===== src/rtl/rcn_pkg.sv =====
// rcn_pkg: shared RCN ring packet layout and timer register map.
// Latency: n/a (constants and a pure byte-merge helper).
// Backpressure: n/a; the ring has no stall, every node forwards each cycle.
package rcn_pkg;

    localparam int RCN_W       = 69;
    localparam int RCN_VALID   = 68;
    localparam int RCN_REQ     = 67;
    localparam int RCN_WR      = 66;
    localparam int RCN_ID_HI   = 65;
    localparam int RCN_ID_LO   = 60;
    localparam int RCN_MASK_HI = 59;
    localparam int RCN_MASK_LO = 56;
    localparam int RCN_ADDR_HI = 55;   // word address, addr[23:2]
    localparam int RCN_ADDR_LO = 34;
    localparam int RCN_SEQ_HI  = 33;
    localparam int RCN_SEQ_LO  = 32;
    localparam int RCN_DATA_HI = 31;
    localparam int RCN_DATA_LO = 0;

    // Timer register word offsets within the 16-byte window
    localparam logic [1:0] TMR_COUNT   = 2'd0;
    localparam logic [1:0] TMR_COMPARE = 2'd1;
    localparam logic [1:0] TMR_CTRL    = 2'd2;
    localparam logic [1:0] TMR_STATUS  = 2'd3;

    localparam int CTRL_EN          = 0;
    localparam int CTRL_PERIODIC    = 1;
    localparam int CTRL_IRQ_EN      = 2;
    localparam int CTRL_PRESCALE_LO = 8;

    localparam int STATUS_MATCH = 0;
    localparam int STATUS_OVF   = 1;

    // Replace the byte lanes selected by mask with the matching lanes of wdata.
    function automatic logic [31:0] rcn_apply_mask(input logic [31:0] old,
                                                   input logic [31:0] wdata,
                                                   input logic [3:0]  mask);
        logic [31:0] r;
        r = old;
        for (int i = 0; i < 4; i++) begin
            if (mask[i]) r[8*i +: 8] = wdata[8*i +: 8];
        end
        return r;
    endfunction

endpackage


===== src/rtl/rcn_slave_port.sv =====
// rcn_slave_port: ring register stage that turns hits in a 16-byte window into a cs/wr/addr/mask/wdata/rdata access.
// Latency: 1 cycle for every packet; the access happens in the cycle the packet arrives, the response leaves next cycle.
// Backpressure: none; rdata_i must be valid combinationally in the same cycle as cs_o.
module rcn_slave_port
    import rcn_pkg::*;
#(
    parameter logic [23:0] ADDR_BASE = 24'hFFFFA0
) (
    input  logic             clk,
    input  logic             rst_n,
    input  logic [RCN_W-1:0] rcn_in_i,
    output logic [RCN_W-1:0] rcn_out_o,
    output logic             cs_o,
    output logic             wr_o,
    output logic [1:0]       addr_o,    // word offset inside the window
    output logic [3:0]       mask_o,
    output logic [31:0]      wdata_o,
    input  logic [31:0]      rdata_i
);

    logic             hit;
    logic [RCN_W-1:0] rsp;
    logic [RCN_W-1:0] rcn_out_q;

    assign hit = rcn_in_i[RCN_VALID] & rcn_in_i[RCN_REQ] &
                 (rcn_in_i[RCN_ADDR_HI:RCN_ADDR_LO+2] == ADDR_BASE[23:4]);

    assign cs_o    = hit;
    assign wr_o    = rcn_in_i[RCN_WR];
    assign addr_o  = rcn_in_i[RCN_ADDR_LO+1:RCN_ADDR_LO];
    assign mask_o  = rcn_in_i[RCN_MASK_HI:RCN_MASK_LO];
    assign wdata_o = rcn_in_i[RCN_DATA_HI:RCN_DATA_LO];

    // Hits become responses in place; writes echo their own data.
    always_comb begin
        rsp = rcn_in_i;
        if (hit) begin
            rsp[RCN_REQ] = 1'b0;
            if (!rcn_in_i[RCN_WR]) rsp[RCN_DATA_HI:RCN_DATA_LO] = rdata_i;
        end
    end

    always_ff @(posedge clk or negedge rst_n) begin
        if (!rst_n) rcn_out_q <= '0;
        else        rcn_out_q <= rsp;
    end

    assign rcn_out_o = rcn_out_q;

endmodule


===== src/rtl/rcn_timer.sv =====
// rcn_timer: RCN ring slave with a 32-bit up-counter, compare match (tick_req pulse, irq level) and overflow flag.
// Latency: 1 cycle ring pass-through for all packets; tick_req/irq registered, 1 cycle after the matching tick.
// Backpressure: none (ring forwards every cycle). Build option RCN_TIMER_PRESCALE_EN adds CTRL[15:8] prescaler.
// Ports: clk, rst_n, rcn_in/rcn_out (69-bit ring), tick_req (match pulse), irq (STATUS.MATCH & CTRL.IRQ_EN).
module rcn_timer
    import rcn_pkg::*;
#(
    parameter logic [23:0] ADDR_BASE  = 24'hFFFFA0,
    parameter int          PRESCALE_W = 8
) (
    input  logic             clk,
    input  logic             rst_n,
    input  logic [RCN_W-1:0] rcn_in,
    output logic [RCN_W-1:0] rcn_out,
    output logic             tick_req,
    output logic             irq
);

    logic        cs, wr;
    logic [1:0]  addr;
    logic [3:0]  mask;
    logic [31:0] wdata, rdata;

    rcn_slave_port #(.ADDR_BASE(ADDR_BASE)) u_port (
        .clk      (clk),
        .rst_n    (rst_n),
        .rcn_in_i (rcn_in),
        .rcn_out_o(rcn_out),
        .cs_o     (cs),
        .wr_o     (wr),
        .addr_o   (addr),
        .mask_o   (mask),
        .wdata_o  (wdata),
        .rdata_i  (rdata)
    );

    logic [31:0]           count_q, count_d, compare_q, compare_d;
    logic                  en_q, en_d, periodic_q, periodic_d, irq_en_q, irq_en_d;
    logic                  match_q, match_d, ovf_q, ovf_d;
    logic [PRESCALE_W-1:0] presc_q, presc_d, prescale_cfg;
    logic                  tick_req_q, irq_q;
    logic                  wr_count, wr_compare, wr_ctrl, wr_status, clr;
    logic                  tick, match_hit, reload, wrap;

`ifdef RCN_TIMER_PRESCALE_EN
    logic [PRESCALE_W-1:0] prescale_q, prescale_d;
    assign prescale_cfg = prescale_q;
`else
    // Terminal count pinned at 0: the prescaler never leaves 0, so every enabled clock ticks.
    assign prescale_cfg = '0;
`endif

    assign wr_count   = cs & wr & (addr == TMR_COUNT);
    assign wr_compare = cs & wr & (addr == TMR_COMPARE);
    assign wr_ctrl    = cs & wr & (addr == TMR_CTRL);
    assign wr_status  = cs & wr & (addr == TMR_STATUS);
    assign clr        = wr_status & mask[0];

    assign tick      = en_q & (presc_q == prescale_cfg);
    // A software COUNT write owns the cycle: no match or wrap is evaluated.
    assign match_hit = tick & ~wr_count & (count_q == compare_q);
    assign reload    = match_hit & periodic_q;
    assign wrap      = tick & ~wr_count & ~reload & (count_q == 32'hFFFF_FFFF);

    // Reads see pre-increment state.
    always_comb begin
        rdata = '0;
        case (addr)
            TMR_COUNT:   rdata = count_q;
            TMR_COMPARE: rdata = compare_q;
            TMR_CTRL: begin
                rdata[CTRL_EN]       = en_q;
                rdata[CTRL_PERIODIC] = periodic_q;
                rdata[CTRL_IRQ_EN]   = irq_en_q;
`ifdef RCN_TIMER_PRESCALE_EN
                rdata[CTRL_PRESCALE_LO +: PRESCALE_W] = prescale_q;
`endif
            end
            default: begin
                rdata[STATUS_MATCH] = match_q;
                rdata[STATUS_OVF]   = ovf_q;
            end
        endcase
    end

    always_comb begin
        presc_d = (!en_q || tick) ? '0 : presc_q + PRESCALE_W'(1);

        count_d = count_q;
        if (wr_count)  count_d = rcn_apply_mask(count_q, wdata, mask);
        else if (reload) count_d = '0;
        else if (tick) count_d = count_q + 32'd1;

        compare_d = wr_compare ? rcn_apply_mask(compare_q, wdata, mask) : compare_q;

        en_d       = en_q;
        periodic_d = periodic_q;
        irq_en_d   = irq_en_q;
        if (wr_ctrl && mask[0]) begin
            en_d       = wdata[CTRL_EN];
            periodic_d = wdata[CTRL_PERIODIC];
            irq_en_d   = wdata[CTRL_IRQ_EN];
        end
`ifdef RCN_TIMER_PRESCALE_EN
        prescale_d = prescale_q;
        if (wr_ctrl && mask[1]) prescale_d = wdata[CTRL_PRESCALE_LO +: PRESCALE_W];
`endif

        // Hardware set beats a same-cycle W1C.
        match_d = match_hit | (match_q & ~(clr & wdata[STATUS_MATCH]));
        ovf_d   = wrap      | (ovf_q   & ~(clr & wdata[STATUS_OVF]));
    end

    always_ff @(posedge clk or negedge rst_n) begin
        if (!rst_n) begin
            count_q    <= '0;
            compare_q  <= 32'hFFFF_FFFF;
            en_q       <= 1'b0;
            periodic_q <= 1'b0;
            irq_en_q   <= 1'b0;
            match_q    <= 1'b0;
            ovf_q      <= 1'b0;
            presc_q    <= '0;
            tick_req_q <= 1'b0;
            irq_q      <= 1'b0;
`ifdef RCN_TIMER_PRESCALE_EN
            prescale_q <= '0;
`endif
        end else begin
            count_q    <= count_d;
            compare_q  <= compare_d;
            en_q       <= en_d;
            periodic_q <= periodic_d;
            irq_en_q   <= irq_en_d;
            match_q    <= match_d;
            ovf_q      <= ovf_d;
            presc_q    <= presc_d;
            tick_req_q <= match_hit;
            irq_q      <= match_d & irq_en_d;
`ifdef RCN_TIMER_PRESCALE_EN
            prescale_q <= prescale_d;
`endif
        end
    end

    assign tick_req = tick_req_q;
    assign irq      = irq_q;

endmodule

===== config.mk =====
export PLATFORM = sky130hd
export DESIGN_NAME = rcn_timer
export DESIGN_NICKNAME = d
export VERILOG_FILES = /design/src/rtl/rcn_pkg.sv /design/src/rtl/rcn_slave_port.sv /design/src/rtl/rcn_timer.sv
export SDC_FILE = /design/constraint.sdc
export NUM_CORES = 1
export LEC_CHECK = 0
export ABC_AREA = 1
export BUFFER_PORTS_ARGS = -buffer_cell sky130_fd_sc_hd__buf_2
export CELL_PAD_IN_SITES_DETAIL_PLACEMENT = 1
export CELL_PAD_IN_SITES_GLOBAL_PLACEMENT = 1
export CORE_MARGIN = 2
export CORE_UTILIZATION = 38
export DETAILED_ROUTE_END_ITERATION = 6
export MAX_ROUTING_LAYER = met4
export PLACE_DENSITY_LB_ADDON = 0.1
export SETUP_SLACK_MARGIN = 0.05
export SLEW_MARGIN = 20
export SYNTH_ARGS = -nofsm -noshare
export SYNTH_HDL_FRONTEND = slang
export SYNTH_HIERARCHICAL = 1
export SYNTH_SLANG_ARGS = --single-unit

===== constraint.sdc =====
create_clock -name clk -period 1.62 [get_ports clk]
set_input_delay 0.081 -clock clk [delete_from_list [all_inputs] [get_ports clk]]
set_output_delay 0.081 -clock clk [all_outputs]
set_load 0.01 [all_outputs]

# Word level (Yosys, flattened, before mapping)
# Index checks and enable logic that the tools add are counted.
[totals]
word_cells = 83
input_bits = 71
ff_bits = 148
[op_classes]
n_reduce_logical = 14
eq_ne = 10
muxes = 15
bitwise = 25
addsub = 2
[op_table]
columns = ["op", "count"]
rows = [
  ["$mux 32", 5],
  ["$pmux 29 s2", 1],
  ["$mux 8", 5],
  ["$add 32x1->32 const B", 1],
  ["$eq 32x32->1", 1],
  ["$eq 32x32->1 const B", 1],
  ["$eq 20x20->1 const B", 1],
  ["$and 1x1->1", 19],
  ["$reduce_and 2->1", 8],
  ["$add 8x1->8 const B", 1],
  ["$logic_not 8->1", 1],
  ["$ne 2x2->1 const B", 4],
  ["$pmux 2 s3", 1],
  ["$eq 2x2->1 const B", 2],
  ["$not 1->1", 4],
  ["$pmux 1 s3", 1],
  ["$reduce_bool 3->1", 1],
  ["$eq 2x1->1 const B", 1],
  ["$logic_not 2->1", 1],
  ["$mux 1", 2],
  ["$or 1x1->1", 2],
  ["$logic_and 1x1->1", 1],
  ["$logic_not 1->1", 1],
  ["$logic_or 1x1->1", 1],
]

# Longest topological paths before layout
# Gate-level depths: netlist of the first run.
[logic_depth]
ltp_word = 12
depth_mapped = 16
mapped_depth_nobuf = 15

# Cells and area by module
# The synthesis of the first run kept the hierarchy.
[modules_own_cells]
columns = ["module", "area_each_um2", "instances", "seq_area_each_um2", "cells_per_inst"]
rows = [
  ["rcn_timer", 5595.4, 1, 2016.9, 835],
  ["rcn_slave_port", 3278.1, 1, 1726.7, 351],
]

# Worst setup path before layout of the first run
# No wires, ideal clock.
[synth_path]
kind = "input to register"
from = "input rcn_in[45]"
to = "register count_q[31]"
t_required_ps = 1498
arrival_ps = 1584
setup_ps = 122
stages = 13
path_slack_ps = -86
n_path_buf = 1
cell_sequence = "nand2_1 nor2_2 nand2_2 nor3_1 nand2_1 nor2_2 inv_2 buf_4 or2_0 nand2_2 inv_2 nor2_1 a21oi_2"
[synth_between]
elab_chain_len = 10
[synth_lines]
columns = ["element", "line", "source"]
rows = [
  ["from (decl)", "rcn_timer.sv:13", "input logic [RCN_W-1:0] rcn_in,"],
  ["$eq 20x20->1 (*)", "rcn_slave_port.sv:26", "(rcn_in_i[RCN_ADDR_HI:RCN_ADDR_LO+2] == ADDR_BASE[23:4]);"],
  ["$and 1x1->1 (*)", "rcn_slave_port.sv:25", "assign hit = rcn_in_i[RCN_VALID] & rcn_in_i[RCN_REQ] &"],
  ["net cs", "rcn_timer.sv:19", "logic cs, wr;"],
  ["$and 1x1->1 (*) (2 in series)", "rcn_timer.sv:53", "assign wr_count = cs & wr & (addr == TMR_COUNT);"],
  ["$not 1->1", "rcn_timer.sv:61", "assign match_hit = tick & ~wr_count & (count_q == compare_q);"],
  ["$and 1x1->1 (2 in series)", "rcn_timer.sv:61", ""],
  ["$and 1x1->1", "rcn_timer.sv:62", "assign reload = match_hit & periodic_q;"],
  ["$reduce_bool 3->1 (no line) / $mux 32 (equally long branches)", "-", ""],
  ["$reduce_and 2->1 (no line) / $mux 32 (equally long branches)", "-", ""],
  ["to (signal assigned)", "rcn_timer.sv:130", "count_q <= count_d;"],
  ["to (decl)", "rcn_timer.sv:37", "logic [31:0] count_q, count_d, compare_q, compare_d;"],
]
# The timed path passes the listed nets; every way through them passes the cells marked *.
# A chain may end at the register's enable or synchronous reset.

# Worst setup path after layout of the first run
[layout_path]
from = "register presc_q[1]"
to = "register count_q[0]"
[layout_between]
elab_chain_len = 7
[layout_lines]
columns = ["element", "line", "source"]
rows = [
  ["from (decl)", "rcn_timer.sv:40", "logic [PRESCALE_W-1:0] presc_q, presc_d, prescale_cfg;"],
  ["from (signal assigned)", "rcn_timer.sv:137", "presc_q <= presc_d;"],
  ["$logic_not 8->1 (*)", "rcn_timer.sv:59", "assign tick = en_q & (presc_q == prescale_cfg);"],
  ["$and 1x1->1 (*)", "rcn_timer.sv:59", ""],
  ["$and 1x1->1 (2 in series)", "rcn_timer.sv:61", ""],
  ["$and 1x1->1", "rcn_timer.sv:62", ""],
  ["$reduce_bool 3->1 (no line) / $mux 32 (equally long branches)", "-", ""],
  ["$reduce_and 2->1 (no line) / $mux 32 (equally long branches)", "-", ""],
]
# Mark *: on every way between the ends. The rest lies on a longest branch, timed or not.

==> key figures, run 1 <==
Outcome
  • Status: complete, but fails checks
  • Violations in the final reports: negative setup slack

Setup path
  • Crit Path Class: flip-flop to flip-flop
  • RR Startpoint: presc_q[1]
  • Crit. Startpoint: presc_q[1]
  • Setup slack, reg-to-reg: -330 ps
  • Crit-path cells: inv_1 -> ha_1 -> nor3b_4 -> nand3_4 -> nor2_4 -> inv_2 -> nor2_4 -> nand3_4 -> buf_6 -> nand3_2 -> a21oi_1
  • WP buf/inv: 3
  • R2r endpoint: count_q[0]
  • Startpoint Class: flip-flop
  • Reg2reg path depth: 11
  • CP max stage cell: dfrtp_1
  • Last element of the critical path: count_q[0]
  • Critical path depth: 11
  • CP endpoint kind: flip-flop
  • Critical path fanouts, max: 8
  • Slowest stage delay, CP: just under 400 ps
  • CP delay by family, top: simple AND/OR/NAND/NOR gates
  • Worst EP required: between 1500 and 2000 ps
  • Arrival time at the worst endpoint: about 2300 ps

Synth
  • Sequential element share of the synthesized area: roughly 42%
  • Avg Inst Size Synth: roughly 7.5 um^2
  • Commonest cells in the netlist: nand2_1 (297), inv_1 (161), dfrtp_1 (116)
  • Synthesis Warnings: 6
  • Post-synth EDFFs: 0
  • Mapped Cells: roughly 1200
  • Syn Nets: approximately 1300
  • Synth area leaders: dfrtp_1 (33%), nand2_1 (13%), dfstp_2 (9.5%)
  • Count leader, synth: nand2_1
  • Synth top area share: between 30% and 40%
  • Post-synth cell types: 45
  • Seq cells post-synth: 148
  • Dominant synthesized flop cell: dfrtp_1
  • Fraction of registers with async set/reset: 100.0%
  • Netlist Area Pre-Place: about 8900 um^2
  • Yosys top cell by area: dfrtp_1

Flow run
  • Max cap viols: 0

Clocking
  • # H-tree levels: 4
  • Clock buffer depth: 2
  • Clock sinks: approximately 150
  • CTS tree: done
  • Root buf cell: clkbuf_16
  • CTS Buf Count: 17
  • CTS clock-pin slew for the worst setup and hold paths: roughly 70 ps
  • Clock Latency Late Sink: about 430 ps

Global route
  • Global route overflow: 0
  • Initial antenna violation count: 0
  • Global-route wire length before repair: 54340 um
  • Largest net degree at the start of global routing: 40
  • Aggregate global-route resource usage: roughly 29%
  • Vias in the first global route: 9981

Timing
  • Fin Setup TNS: -9849 ps
  • Post-layout minimum cycle time: roughly 2000 ps
  • Fin. Hold Viols: 0
  • Fmax achieved: around 510 MHz
  • Max-slew violations: 0
  • Worst-margin pin slew: 686.8 ps
  • Final period utilization: 120.5%
  • PnR worst setup slack: -332.8 ps
  • Slew margin rel.: between 50% and 60%
  • Worst hold slack: between 100 and 150 ps
  • Setup-failing EPs final: 36
  • Final Skew: about 13 ps
  • Unrepaired setup endpoints after global routing: yes

Power and ir drop
  • Clock power frac: roughly 48%
  • Sequential power share: between 40 and 50%
  • PwrDens: a little under 700 nW/um^2
  • Int Pwr: around 0.0065 W
  • Switching Power: roughly 0.0024 W
  • Combinational fraction of design power: a little under a tenth
  • Leak: roughly 6.8 nW
  • Switching Fraction: ~27%
  • Peak supply drop: between 500 and 600 uV

Final layout
  • Non-Filler Instances: ~1900
  • P&R area growth vs syn: 48.60%
  • Post-Layout Inst Area: ~13000 um^2
  • Reg area: between 3000 and 4000 um^2
  • Final core utilization: ~58%
  • Area of the multi-input gates: roughly 4500 um^2
  • Fillers: around 2800
  • Layout cell share with drive strength beyond 1: about two fifths
  • # diodes: 0
  • Total Nets Final: about 1600

Detailed routing
  • DR iter-0 viols: 516
  • First-pass iteration count of the detailed router: 6
  • Antenna-violating nets left: 0
  • Drt drc: 0
  • Routed wire length: around 35000 um
  • WL/cell: ~18 um
  • Via count: 9456
  • Vias per cell: roughly 5.0

Place
  • Post-DP HPWL: between 20000 and 25000 um
  • GPL Wtd Cong: 0.9104
  • Cell Area, Placed: between 10000 and 15000 um^2
  • IO buf count: between 100 and 150
  • DP Cell Count: roughly 1800

Min path
  • Class of the worst hold path: input pin to asynchronous set/reset pin

Die
  • DIE AREA: 24590 um^2
  • Die span in y: 156.8 um
  • I/O pin count: 142
  • Initial core utilization: approximately 39%
  • Die W: about 160 um
  • Cell row count: 55
  • Core Footprint: 22780 um^2
[final cells by class]
| class | count | area share [%] |
|---|---|---|
| Tap cell | 313 | 2.970 |
| Sequential cell | 148 | 28.42 |
| Clock buffer | 17 | 3.226 |
| Multi-Input combinational cell | 770 | 33.84 |
| Clock inverter | 15 | 1.442 |
| Inverter | 189 | 5.418 |
| Timing Repair Buffer | 433 | 24.69 |
[layer usage]
| metal | GRT usage [%] | part of all wire [%] | up-vias |
|---|---|---|---|
| met5 | - | 0 | - |
| met4 | 8.126 | 1.7 | 0 |
| met3 | 3.434 | 4.0 | 47 |
| met2 | 49.46 | 50 | 244 |
| met1 | 37.31 | 44 | 4690 |
| li1 | - | - | 4475 |
[worst min-delay path by stage]
stage          depth (start not counted)  slack, ps                   end  startpoint
2_1_floorplan                          0       -210            count_q[0]       rst_n
3_3_place_gp                           1        0.6  u_port/rcn_out_o[45]       rst_n
3_5_place_dp                           1       -0.3  u_port/rcn_out_o[46]       rst_n
4_1_cts                                2        110  u_port/rcn_out_o[46]       rst_n
5_1_grt                                2        130  u_port/rcn_out_o[46]       rst_n
6_report                               2        120  u_port/rcn_out_o[46]       rst_n
[state kept, by name (all words and copies together) (netlist names)]
signal,count
u_port/rcn_out_o,69
compare_q,32
count_q,32
presc_q,8
en_q,1
irq,1
irq_en_q,1
match_q,1
ovf_q,1
periodic_q,1
tick_req,1
[power groups by stage]
stage          registers [W]  logic, W  clock network [W]
6_report             0.00381  0.000827            0.00430
5_1_grt              0.00381  0.000908            0.00450
4_1_cts              0.00380  0.000814            0.00436
3_5_place_dp         0.00387  0.000681                  0
3_3_place_gp         0.00387  0.000665                  0
2_1_floorplan        0.00393  0.000273                  0
[repair_timing]
action,CTS,global route
hold buffers,69,0
setup endpoints to repair,36,75
endpoints found under the hold margin,219,0
resized for setup,74,112
cloned,0,0
setup buffers,5,10
pin swaps,24,13
[placed cells by master (no fill, tap or decap), types with 9 or more instances in the layout]
cell type        n
a21oi_1         72
a21oi_2         23
buf_12          11
buf_2          140
buf_4          201
buf_6           12
clkbuf_16       17
dfrtp_1        113
dfstp_2         32
dlygate4sd3_1   69
inv_1          145
inv_2           42
mux2i_1         32
nand2_1        245
nand2_2         50
nand2_4          9
nand3_1         56
nand3_2         28
nand4_1         17
nor2_1          69
nor2_2          36
nor2_4          14
nor3_1           9
o21ai_0         19
o21ai_1         13
o22ai_1         30
[cell families (layout without fill, tap and decap cells)]
group / Yosys count / in the layout / share of synthesized area [%]
DFF: 148 / 148 / 42.19
xor gates and xnor gates: 8 / 8 / 0.7897
buffers and inverters: 268 / 654 / 14.14
AOI/OAI and AO/OA: 172 / 172 / 10.65
muxes: 34 / 34 / 3.864
adders and majority gates: 3 / 3 / 0.4231
and+or+nand+nor: 553 / 553 / 27.95
[metrics by stage]
step	power [W]	setup slack [ps]
2_1_floorplan	0.004198	-19.49
3_3_place_gp	0.004533	-436.8
3_5_place_dp	0.004554	-461.4
4_1_cts	0.008978	-253.5
5_1_grt	0.009221	-393.1
6_report	0.008932	-332.8
No activity file was read; power rests on OpenSTA's default activity.
==> inputs of run 2 (changes only) <==
--- a/config.mk
+++ b/config.mk
@@ -7,11 +7,13 @@
 export LEC_CHECK = 0
 export ABC_AREA = 1
 export BUFFER_PORTS_ARGS = -buffer_cell sky130_fd_sc_hd__buf_2
+export CAP_MARGIN = 25
 export CELL_PAD_IN_SITES_DETAIL_PLACEMENT = 1
 export CELL_PAD_IN_SITES_GLOBAL_PLACEMENT = 1
 export CORE_MARGIN = 2
 export CORE_UTILIZATION = 38
 export DETAILED_ROUTE_END_ITERATION = 6
+export GPL_TIMING_DRIVEN = 0
 export MAX_ROUTING_LAYER = met4
 export PLACE_DENSITY_LB_ADDON = 0.1
 export SETUP_SLACK_MARGIN = 0.05
==> key figures, run 2 (synthesis gave the netlist of run 1 again) <==
Timing
  • Worst hold slack: 88.68 ps (-27.84 ps)
  • Post-layout minimum cycle time: 1999 ps (+45.73 ps)
  • Unrepaired setup endpoints after global routing: yes
  • Final period utilization: 123.4% (+2.8 points)
  • Fin. Hold Viols: 0 (unchanged)
  • Slew margin rel.: 49.84% (-4.4 points)
  • Final Skew: 9.750 ps (-2.911 ps)
  • Worst-margin pin slew: 752.4 ps (+65.60 ps)
  • Max-slew violations: 0 (unchanged)
  • PnR worst setup slack: -378.5 ps (-45.73 ps)
  • Setup-failing EPs final: 36 (unchanged)
  • Fmax achieved: 500.4 MHz (-2.3%)

Final layout
  • Layout cell share with drive strength beyond 1: 30.12% (-12 points)
  • Commonest non-fill, non-tap cell in the layout: nand2_1
  • P&R area growth vs syn: 33.47%
  • Most frequent cells in the layout: nand2_1 (280), inv_1 (159), buf_2 (150)
  • Max reg flops: 69 (unchanged)
  • Total Nets Final: 1512 (-7.4%)
  • # diodes: 0 (unchanged)

Detailed routing
  • DR iter-0 viols: 523 (+1.4%)
  • Drt drc: 0 (unchanged)
  • Vias per cell: 5.004 (-0.25%)
  • First-pass iteration count of the detailed router: 5 (-1)
  • Antenna-violating nets left: 0 (unchanged)
  • Via count: 8827 (-6.7%)
  • Routed wire length: 32620 um (-6.4%)
  • WL/cell: 18.49 um (about the same)

Setup path
  • Crit Path Class: flip-flop to flip-flop
  • Worst EP required: 1940 ps (about the same)
  • Arrival time at the worst endpoint: 2320 ps (+60 ps)
  • Startpoint Class: flip-flop
  • CP endpoint kind: flip-flop
  • Critical path fanouts, max: 10 (+2)

Die
  • Initial core utilization: 38.96% (unchanged)
  • Die W: 156.8 um (unchanged)
  • DIE AREA: 24590 um^2 (unchanged)
  • Die span in y: 156.8 um (unchanged)
  • Core Footprint: 22780 um^2 (unchanged)
  • I/O pin count: 142 (unchanged)
  • Cell row count: 55 (unchanged)

Outcome
  • Status: complete, but fails checks
  • Violations in the final reports: negative setup slack

Global route
  • Initial antenna violation count: 0 (unchanged)
  • Largest net degree at the start of global routing: 76 (+90%)
  • Global route overflow: 0 (unchanged)
  • Vias in the first global route: 9186 (-8.0%)
  • Aggregate global-route resource usage: 28.18% (-1.2 points)
  • Global-route wire length before repair: 51230 um (-5.7%)

Clocking
  • Clock sinks: 148 (unchanged)
  • CTS Buf Count: 17 (unchanged)
  • Root buf cell: clkbuf_16
  • Clock buffer depth: 2 (unchanged)
  • # H-tree levels: 4 (unchanged)
  • CTS tree: done
  • Clock Latency Late Sink: 440 ps (about the same)
  • CTS clock-pin slew for the worst setup and hold paths: 70 ps (about the same)

Power and ir drop
  • Peak supply drop: 562.8 uV (+7.9%)
  • Total power: 0.008931 W (about the same)
  • Leak: 6.113 nW (-9.7%)
  • PwrDens: 754.1 nW/um^2 (+11%)

Min path
  • Class of the worst hold path: input pin to flip-flop

Flow run
  • Max cap viols: 0 (unchanged)

Place
  • IO buf count: 141 (unchanged)
  • GPL Wtd Cong: 0.9396 (+3.2%)
  • Setup WS pre-CTS: -950.6 ps (-489.1 ps)
  • Post-DP HPWL: 23060 um (-2.4%)
## run 2: cell count changes in the layout (fill, tap and decap cells not counted), moves of 18 or more
cell | previous run | this run
buf_4 | 201 | 66
nand2_1 | 245 | 280
a21oi_1 | 72 | 92
a21oi_2 | 23 | 3
nor2_1 | 69 | 87
nand2_2 | 50 | 21
## run 2: final cells by class
type / count / area (um^2)
Tap cell: 313 / 391.6
Timing Repair Buffer: 234 / 1649
Sequential cell: 148 / 3751
Fill cell: 2798 / 10930
Clock buffer: 18 / 439.2
Buffer: 78 / 599.3
Inverter: 189 / 711.9
Clock inverter: 14 / 181.4
Multi-Input combinational cell: 770 / 4120
## run 2: final timing paths
path | slack [ps] | start | depth (start not counted) | end
max | -380 | presc_q[0] | 11 | ovf_q
min | 90 | rcn_in[38] | 5 | u_port/rcn_out_o[67]
max reg2reg | -380 | presc_q[0] | 11 | ovf_q
min reg2reg | 490 | compare_q[18] | 2 | compare_q[18]
max in group asynchronous | 590 | rst_n | 3 | compare_q[23]
min in group asynchronous | 190 | rst_n | 2 | u_port/rcn_out_o[47]
## run 2: what timing repair did
action	CTS	global route
hold endpoints to repair	126	0
hold buffers	70	0
pin swaps	5	8
endpoints found under the setup margin	87	84
gates resized for setup	44	45
gates cloned	1	1
setup buffers	11	9
## run 2: per-stage QoR
| step | std cells | TNS (ps) | utilization, % | cell area (um^2) |
|---|---|---|---|---|
| 2_1_floorplan | 1186 | -158.6 | - | 8939 |
| 3_3_place_gp | 1640 | -313290 | 44.06 | 10040 |
| 3_5_place_dp | 1641 | -66700 | 44.22 | 10070 |
| 4_1_cts | 1754 | -11260 | 51.09 | 11640 |
| 5_1_grt | 1764 | -16610 | 52.00 | 11840 |
| 6_report | 1764 | -11430 | 52.00 | 11840 |
## run 2: report_power, final
part / total, W / internal (W) / switching, W
sequential: 0.00380 / 0.00378 / 0.0000202
combinational: 0.000851 / 0.000393 / 0.000458
clock: 0.00428 / 0.00239 / 0.00188
## run 2: per-layer routing
metal | routed length [um] | global-route usage [%] | up-vias | share of wire, %
met4 | 726 | 7.689 | 0 | 2.2
li1 | - | - | 4244 | -
met5 | 0 | - | - | 0
met1 | 14660 | 36.37 | 4307 | 45
met3 | 1617 | 4.597 | 47 | 5.0
met2 | 15620 | 45.95 | 229 | 48
## run 2: worst max-delay path, cell delays in order, from the launching register on
cell and delay (ps):
dfrtp_1 410, inv_1 70, ha_1 150, nor3b_4 250, nand3_4 150, nor2_4 150, inv_2 70, nor2_4 100
nand3_4 150, buf_12 210, nand3_2 100, nand2_1 60
==> inputs of run 3 (changes only) <==
--- a/config.mk
+++ b/config.mk
@@ -6,7 +6,7 @@
 export NUM_CORES = 1
 export LEC_CHECK = 0
 export ABC_AREA = 1
-export BUFFER_PORTS_ARGS = -buffer_cell sky130_fd_sc_hd__buf_2
+export BUFFER_PORTS_ARGS = -buffer_cell sky130_fd_sc_hd__clkbuf_2
 export CAP_MARGIN = 25
 export CELL_PAD_IN_SITES_DETAIL_PLACEMENT = 1
 export CELL_PAD_IN_SITES_GLOBAL_PLACEMENT = 1
==> key figures, run 3 (synthesis gave the netlist of run 1 again) <==
Timing
  • Unrepaired setup endpoints after global routing: yes
  • PnR worst setup slack: -359.6 ps (+18.91 ps)
  • Setup-failing EPs final: 35 (-2.8%)
  • Final period utilization: 122.2% (-1.2 points)
  • Max-slew violations: 0 (unchanged)
  • Final Skew: 13.70 ps (+3.952 ps)
  • Post-layout minimum cycle time: 1980 ps (-18.91 ps)
  • Fin. Hold Viols: 0 (unchanged)
  • Fmax achieved: 505.2 MHz (+0.96%)
  • Worst-margin pin slew: 747.5 ps (-4.914 ps)
  • Slew margin rel.: 50.17% (+0.33 points)

Place
  • DP Cell Count: 1641 (unchanged)
  • GPL Wtd Cong: 0.9439 (+0.46%)
  • IO buf count: 141 (unchanged)
  • Post-DP HPWL: 23030 um (-0.14%)

Outcome
  • Violations in the final reports: negative setup slack
  • Status: complete, but fails checks

Setup path
  • R2r endpoint: ovf_q
  • CP delay by family, top: simple AND/OR/NAND/NOR gates
  • Crit-path cells: nand2_1 -> nor3_4 -> nand4_1 -> nor2_2 -> nand4_1 -> nor2_2 -> nand3_4 -> nand2_1
  • RR Startpoint: count_q[7]
  • Crit. Startpoint: count_q[7]
  • Setup slack, reg-to-reg: -360 ps (+20 ps)
  • Critical path depth: 8 (-3)
  • Last element of the critical path: ovf_q
  • Crit Path Class: flip-flop to flip-flop
  • Startpoint Class: flip-flop
  • Arrival time at the worst endpoint: 2350 ps (+30 ps)
  • Critical path fanouts, max: 6 (-4)
  • CP endpoint kind: flip-flop
  • Worst EP required: 1990 ps (+50 ps)
  • CP max stage cell: dfrtp_2
  • Reg2reg path depth: 8 (-3)
  • WP buf/inv: 0 (-3)
  • Slowest stage delay, CP: 420 ps (about the same)

Final layout
  • P&R area growth vs syn: 34.09%
  • Total Nets Final: 1511 (-0.066%)
  • Most frequent cells in the layout: nand2_1 (274), inv_1 (155), clkbuf_2 (145)
  • Fillers: 2792 (-0.21%)
  • # diodes: 0 (unchanged)
  • Reg area: 3752 um^2 (about the same)
  • Area of the multi-input gates: 4179 um^2 (+1.4%)
  • Final core utilization: 52.24% (+0.24 points)
  • Layout cell share with drive strength beyond 1: 31.10% (+0.99 points)
  • Non-Filler Instances: 1763 (-0.057%)
  • Max reg flops: 69 (unchanged)
  • Commonest non-fill, non-tap cell in the layout: nand2_1

Global route
  • Largest net degree at the start of global routing: 78 (+2.6%)
  • Aggregate global-route resource usage: 28.20% (about the same)
  • Busiest grt layer: met2
  • Met1 usage: 35.63% (-0.74 points)
  • Initial antenna violation count: 0 (unchanged)
  • GR Layer Usage met3: 3.739% (-0.86 points)
  • Global-route wire length before repair: 51250 um (about the same)
  • Vias in the first global route: 9353 (+1.8%)
  • Global route overflow: 0 (unchanged)
  • Met2 GRT Util: 47.31% (+1.4 points)

Detailed routing
  • Antenna-violating nets left: 0 (unchanged)
  • Routed wire length: 32180 um (-1.4%)
  • Via count: 8777 (-0.57%)
  • Vias per cell: 4.978 (-0.51%)
  • DR iter-0 viols: 469 (-10%)
  • First-pass iteration count of the detailed router: 4 (-1)
  • WL/cell: 18.25 um (-1.3%)
  • Drt drc: 0 (unchanged)

Die
  • Die W: 156.8 um (unchanged)
  • I/O pin count: 142 (unchanged)
  • Core Footprint: 22780 um^2 (unchanged)
  • Die span in y: 156.8 um (unchanged)
  • Cell row count: 55 (unchanged)
  • DIE AREA: 24590 um^2 (unchanged)
  • Initial core utilization: 38.96% (unchanged)

Clocking
  • Clock sinks: 148 (unchanged)
  • Clock buffer depth: 2 (unchanged)
  • CTS tree: done
  • CTS clock-pin slew for the worst setup and hold paths: 80 ps (about the same)
  • Root buf cell: clkbuf_16
  • CTS Buf Count: 17 (unchanged)
  • # H-tree levels: 4 (unchanged)
  • Clock Latency Late Sink: 440 ps (about the same)

Power and ir drop
  • Leak: 6.138 nW (+0.41%)
  • Peak supply drop: 454.8 uV (-19%)
  • PwrDens: 755.1 nW/um^2 (+0.13%)

Flow run
  • Max cap viols: 0 (unchanged)

Min path
  • Class of the worst hold path: input pin to flip-flop
==> run 3: changes by cell type in the layout (fill, tap and decap cells not counted), moves of 3 or more <==
cell / change
nor2_4: +3
inv_2: +4
inv_1: -4
nand2_1: -6
nor2_1: -3
nand2_2: +6
nor3_1: -3
buf_2: -140
clkbuf_2: +139
inv_6: +3
==> run 3: worst reg2reg max path, stage by stage (launching register included) <==
cell     delay, ps
dfrtp_2        420
nand2_1        180
nor3_4         230
nand4_1        270
nor2_2         200
nand4_1        200
nor2_2         220
nand3_4        120
nand2_1         80
==> run 3: final cells by class <==
class                           instances  share of cell area (%)
Clock inverter                         15                   1.714
Tap cell                              313                   3.291
Multi-Input combinational cell        770                   35.12
Clock buffer                           17                   3.575
Inverter                              189                   6.004
Buffer                                 77                   4.942
Timing Repair Buffer                  234                   13.82
Sequential cell                       148                   31.54
==> run 3: metrics by stage <==
stage	hold slack, ps	instance area [um^2]	total power (W)	TNS (ps)	worst slack [ps]
after floorplan	-214.6	8939	0.004198	-158.6	-19.49
after global placement	189.0	10040	0.004555	-369360	-2320
after detailed placement	148.8	10070	0.004583	-64490	-915.3
after CTS	36.77	11750	0.009068	-9919	-339.9
after global routing	100.4	11900	0.009326	-13880	-454.8
final	66.29	11900	0.008985	-10050	-359.6
==> run 3: layer usage <==
metal,vias to the layer above,wire (um)
li1,4229,-
met2,228,15600
met1,4277,14680
met5,-,0
met4,0,721
met3,43,1171
==> run 3: timing repair <==
item / 4_1_cts / 5_1_grt
endpoints found under the setup margin: 86 / 82
buffers inserted: 17 / 4
hold endpoints to repair: 125 / 0
pin swaps: 15 / 12
hold buffers: 70 / 0
gates cloned: 1 / 0
resized for setup: 60 / 52
==> run 3: worst min-delay path by stage <==
stage                     slack, ps  depth (start not counted)                   end       start
after floorplan                -210                          0            count_q[0]       rst_n
after global placement          190                          1  u_port/rcn_out_o[61]  rcn_in[61]
after detailed placement        150                          1  u_port/rcn_out_o[46]       rst_n
after CTS                        40                          5  u_port/rcn_out_o[67]  rcn_in[38]
after global routing            100                          5  u_port/rcn_out_o[67]  rcn_in[38]
final                            70                          5  u_port/rcn_out_o[67]  rcn_in[38]
==> run 3: power by group <==
group	leakage, nW	total, W	switching, W	internal, W
Sequential	1.78	0.00381	0.0000233	0.00378
Clock	0.308	0.00433	0.00196	0.00238
Combinational	4.05	0.000846	0.000456	0.000390
